$ cat src/rtl/adder_pkg.sv
// Shared constants and helpers for the registered adder.
// Optional valid tracking is enabled with ADDER_VALID_EN.
package adder_pkg;

  localparam int ADDER_DEFAULT_WIDTH = 10;

  function automatic int adder_sum_width(input int w);
    return w + 1;
  endfunction

endpackage

$ cat src/rtl/adder_ripple.sv
// Combinational ripple-carry adder built from full-adder bit slices.
// Carry-in is tied to zero; sum[WIDTH] is the carry-out.
module adder_ripple
  import adder_pkg::*;
#(
  parameter int WIDTH = ADDER_DEFAULT_WIDTH
) (
  input  logic [WIDTH-1:0] a,
  input  logic [WIDTH-1:0] b,
  output logic [WIDTH:0]   sum
);

  logic [WIDTH:0] carry;

  assign carry[0] = 1'b0;

  for (genvar i = 0; i < WIDTH; i++) begin : g_slice
    logic p;
    assign p          = a[i] ^ b[i];
    assign sum[i]     = p ^ carry[i];
    assign carry[i+1] = (a[i] & b[i]) | (p & carry[i]);
  end

  assign sum[WIDTH] = carry[WIDTH];

endmodule

$ cat src/rtl/adder.sv
// Registered full-precision unsigned adder, one sum per clock.
// Define ADDER_VALID_EN to add in_valid/out_valid qualification.
module adder
  import adder_pkg::*;
#(
  parameter int WIDTH = ADDER_DEFAULT_WIDTH
) (
  input  logic                              clk,
  input  logic                              reset,
`ifdef ADDER_VALID_EN
  input  logic                              in_valid,
  output logic                              out_valid,
`endif
  input  logic [WIDTH-1:0]                  a,
  input  logic [WIDTH-1:0]                  b,
  output logic [adder_sum_width(WIDTH)-1:0] c
);

  localparam int SW = adder_sum_width(WIDTH);

  logic [SW-1:0] sum;
  logic [SW-1:0] c_d;
  logic [SW-1:0] c_q;

  adder_ripple #(
    .WIDTH (WIDTH)
  ) u_ripple (
    .a   (a),
    .b   (b),
    .sum (sum)
  );

`ifdef ADDER_VALID_EN
  logic valid_q;

  always_comb begin
    c_d = c_q;
    if (in_valid) c_d = sum;
  end

  always_ff @(posedge clk or negedge reset) begin
    if (!reset) valid_q <= 1'b0;
    else        valid_q <= in_valid;
  end

  assign out_valid = valid_q;
`else
  always_comb c_d = sum;
`endif

  always_ff @(posedge clk or negedge reset) begin
    if (!reset) c_q <= '0;
    else        c_q <= c_d;
  end

  assign c = c_q;

endmodule

$ cat config.mk
export PLATFORM = sky130hd
export DESIGN_NAME = adder
export DESIGN_NICKNAME = d
export VERILOG_FILES = /design/src/rtl/adder_pkg.sv /design/src/rtl/adder_ripple.sv /design/src/rtl/adder.sv
export SDC_FILE = /design/constraint.sdc
export NUM_CORES = 1
export LEC_CHECK = 0
export ABC_AREA = 1
export CAP_MARGIN = 20
export CELL_PAD_IN_SITES_DETAIL_PLACEMENT = 1
export CELL_PAD_IN_SITES_GLOBAL_PLACEMENT = 2
export CORE_ASPECT_RATIO = 1.5
export CORE_MARGIN = 1
export CORE_UTILIZATION = 21
export DETAILED_ROUTE_END_ITERATION = 7
export PLACE_DENSITY_LB_ADDON = 0.1
export REMOVE_ABC_BUFFERS = 1
export SLEW_MARGIN = 30
export SYNTH_ARGS = -nofsm -noshare
export SYNTH_HDL_FRONTEND = slang
export SYNTH_HIERARCHICAL = 1
export SYNTH_SLANG_ARGS = --single-unit
$ cat constraint.sdc
create_clock -name clk -period 0.8 [get_ports clk]
set_clock_uncertainty 0.15 [all_clocks]
set_input_delay 0.08 -clock clk [delete_from_list [all_inputs] [get_ports clk]]
set_output_delay 0.08 -clock clk [all_outputs]
set_load 0.01 [all_outputs]
* Word level (Yosys, flattened, before mapping) *
Cells that the tools add are included.

storage, ports and cells
  bits in registers = 11
  output and inout port bits = 11
  input bits = 22
  word-level logic and storage cells = 48

cells by class
  bitwise logic cells = 47

operator list
  operator     number
  $and 1x1->1  19
  $xor 1x1->1  19
  $or 1x1->1   9

* Longest topological paths before layout *
  depth after elaboration = 19
  gate-level depth with buffers = 12
  depth with buffers taken out = 12

* By module *
The synthesis kept the hierarchy.

by module, submodules not included
  module        times used  area an instance (sq um)  cells an instance  seq. area each (sq um)
  adder         1           275.3                     11                 275.3
  adder_ripple  1           219.0                     16                 0.0

* Worst setup path before layout *
Ideal clock, no wire load.

  path type = input port to flip-flop
  start point = input port a[0]
  end point = register c_q[9] (netlist: c[9])
  arrival = 3782 ps
  path buffers = 0
  setup time = 64 ps
  cell stages on the path = 12
  path slack = -3196 ps
  data required time = 586 ps
  cell sequence = ha_1 > fa_1 > fa_1 > fa_1 > fa_1 > fa_1 > fa_1 > fa_1 > fa_1 > inv_1 > fa_1 > inv_1

on the way
  word-level cells in the longest chain between the ends = 18

RTL lines
  item                       RTL line            text
  start, declared            adder.sv:14         input logic [WIDTH-1:0] a,
  $and 1x1->1 (2 in series)  adder_ripple.sv:21  assign carry[i+1] = (a[i] & b[i]) | (p & carry[i]);
  $or 1x1->1                 adder_ripple.sv:21
  $and 1x1->1                adder_ripple.sv:21
  $or 1x1->1                 adder_ripple.sv:21
  $and 1x1->1                adder_ripple.sv:21
  $or 1x1->1                 adder_ripple.sv:21
  $and 1x1->1                adder_ripple.sv:21
  $or 1x1->1                 adder_ripple.sv:21
  [... 2 more ...]           --
  $and 1x1->1                adder_ripple.sv:21
  $or 1x1->1                 adder_ripple.sv:21
  $and 1x1->1                adder_ripple.sv:21
  $or 1x1->1                 adder_ripple.sv:21
  $and 1x1->1                adder_ripple.sv:21
  $or 1x1->1                 adder_ripple.sv:21
  $xor 1x1->1                adder_ripple.sv:20  assign sum[i] = p ^ carry[i];
  net c_d[9]                 adder.sv:22         logic [SW-1:0] c_d;
  end signal, assigned       adder.sv:52         if (!reset) c_q <= '0;
  end signal, assigned       adder.sv:53         else c_q <= c_d;
  end, declared              adder.sv:23         logic [SW-1:0] c_q;

The timed path passes the listed nets, and every way through them passes these cells.

* Worst setup path after layout *
Ends and elaborated chain as after synthesis.

==> run_results.csv <==
group,metric,value,unit
sta,hold_viol_final,13,
critical_path,startpoint_type,"input pin",
sta,relSlewSlack,92.4,%
cts,cts_inserted_buffers,3,
grt,grt_pass1_vias,395,
floorplan,fp.dieH,61.4,microns
cells_and_area,layout_common_cells,"17 x clkdlybuf4s50_1, 11 x dfrtp_1, 10 x buf_2",
floorplan,core,2230,sq um
grt,grt_pass1_wl,1660,microns
detailed_routing,route.detailed.drc,0,
floorplan,row_count,21,
cells_and_area,nNetsFinal,96,
cells_and_area,fin_area,858,sq um
cts,clk_pin_slew,70,ps
placed_design,portBuffers,32,
cells_and_area,num_antenna_cells,0,
power_and_ir_drop,seq_power_share,45.9,%
synthesis,ys_types,5,
critical_path,worstPathArrival,3610,ps
power_and_ir_drop,clock_power_share,25.5,%
power_and_ir_drop,power_density,1710,nW/um^2
power_and_ir_drop,intPower,0.00108,W
synthesis,avgSynthCellArea,18.3,sq um
detailed_routing,wirelength,982,microns
cells_and_area,layout_commonest_cell,"clkdlybuf4s50_1",
placed_design,pre_cts_ws,-3860,ps
cts,cts.sinks,11,
detailed_routing,firstDrtPassIters,1,
cells_and_area,largest_register_ff_count,11,
cts,cts_max_level,1,
floorplan,dieArea,2560,sq um
cells_and_area,n_fill_cell,247,
detailed_routing,drt_iter0_markers,0,
synthesis,yosys_warnings,6,
floorplan,io_pins,33,
sta,whs,-128,ps
placed_design,dp_cells,82,
critical_path,crit_type,"input pin to flip-flop",
placed_design,hpwl,830,microns
sta,finalWorstSetupSlack,-2750,ps
detailed_routing,wl_per_cell,11.4,microns
power_and_ir_drop,switchingPower,0.000390,W
power_and_ir_drop,ir_worst_vdd,0.000579,V
floorplan,initial_core_util,22.1,%
sta,fin_tns_setup,-16920,ps
cells_and_area,utilization,38.4,%
status,violations,"negative hold slack, negative setup slack",
cells_and_area,drive_gt1_share,46.0,%
synthesis,ys_ff_latch,11,
detailed_routing,ant_nets,0,
sta,worstMarginPinSlew,114,ps
cells_and_area,fin_cells,86,
synthesis,syn_area,494,sq um
power_and_ir_drop,switching_share,26.6,%
sta,period_minus_slack,3550,ps
power_and_ir_drop,pwr-share-comb,28.5,%
sta,setup_viol,20,
power_and_ir_drop,p_leak,0.378,nW
grt,grtUsageTotal,9.62,%
sta,finalCritPeriodShare,443,%
grt,antenna_found_initial,0,
cells_and_area,area_growth,73.7,%
critical_path,cp_max_fo,1,
sta,rsz0062_at_grt,"yes",
critical_path,critPathCaptureType,"flip-flop",
cts,cts_root_buf,"clkbuf_4",
placed_design,gp_congestion,0.715,
sta,fmax,282,MHz
grt,overflow,0,
synthesis,seq_area_frac_synth,55.7,%
synthesis,synthCells,27,
hold_path,hold_path.class,"input pin to flip-flop",
cts,cts_tree,"built",
detailed_routing,viasPerCell,3.99,
status,status,"finished, violations left",
critical_path,cp_data_required_time,860,ps
run,drv_cap,0,
detailed_routing,dr_total_vias,343,
cts,clock_path_buffers,2,
floorplan,die_w,41.6,microns
placed_design,place_area,856,sq um
sta,final-max-slew-violation-count,0,
grt,grt_max_degree,12,
## Yosys cell counts
cell	n	area share [%]
dfrtp_1	11	56
fa_1	9	36
inv_1	5	3.8
ha_1	1	2.5
buf_4	1	1.5
## power by group through the flow
| stage | clock (W) | combinational [W] | sequential (W) |
|---|---|---|---|
| after floorplan | 0 | 0.0000774 | 0.000743 |
| after global placement | 0 | 0.000496 | 0.000684 |
| after detailed placement | 0 | 0.000504 | 0.000688 |
| after CTS | 0.000404 | 0.000444 | 0.000674 |
| after global routing | 0.000428 | 0.000480 | 0.000686 |
| final | 0.000375 | 0.000419 | 0.000674 |
## timing repair
item,in CTS,in global routing
endpoints found under the hold margin,12,12
buffers inserted,0,0
resized for setup,67,3
pin swaps,10,10
endpoints found under the setup margin,21,20
## worst paths after layout
path | from | endpoint | slack [ps] | cells after the start
setup / recovery | a[0] | c[9] | -2750 | 13
hold / removal | b[0] | c[0] | -130 | 2
max in group asynchronous | reset | c[7] | 410 | 2
min in group asynchronous | reset | c[1] | -10 | 2
## critical path: stages
cell   delay [ps]
buf_6         100
ha_4          150
fa_2          340
fa_2          360
fa_2          350
fa_2          340
fa_2          350
fa_2          350
fa_2          350
fa_2          340
inv_2          60
fa_1          390
inv_1          60
## per-layer routing
layer / up-vias / GRT usage, % / wire length (microns)
met2: 23 / 18.1 / 602
met4: 0 / 8.29 / 10
met5: - / 0 / 0
met3: 2 / 2.93 / 80
met1: 171 / 8.24 / 288
li1: 147 / - / -
## through the flow
stage | total power, W | hold slack [ps]
6_report | 0.00147 | -128
5_1_grt | 0.00159 | -142
4_1_cts | 0.00152 | -139
3_5_place_dp | 0.00119 | 272
3_3_place_gp | 0.00118 | 274
2_1_floorplan | 0.000821 | -366
## layout make-up
type | count | area [sq um] | area share [%]
Clock buffer | 4 | 26.3 | 3.06
Inverter | 5 | 18.8 | 2.19
Multi-Input combinational cell | 10 | 225 | 26.2
Sequential cell | 11 | 275 | 32.1
Tap cell | 23 | 28.8 | 3.35
Timing Repair Buffer | 33 | 284 | 33.1
## kinds of logic after synthesis
kind of cell | after synthesis | synth area share (%)
buffers and inverters | 6 | 5.32
adder cells (fa/ha/maj) | 10 | 39.0
flip-flops | 11 | 55.7
Note: power is estimated with default switching activity, not from simulation.
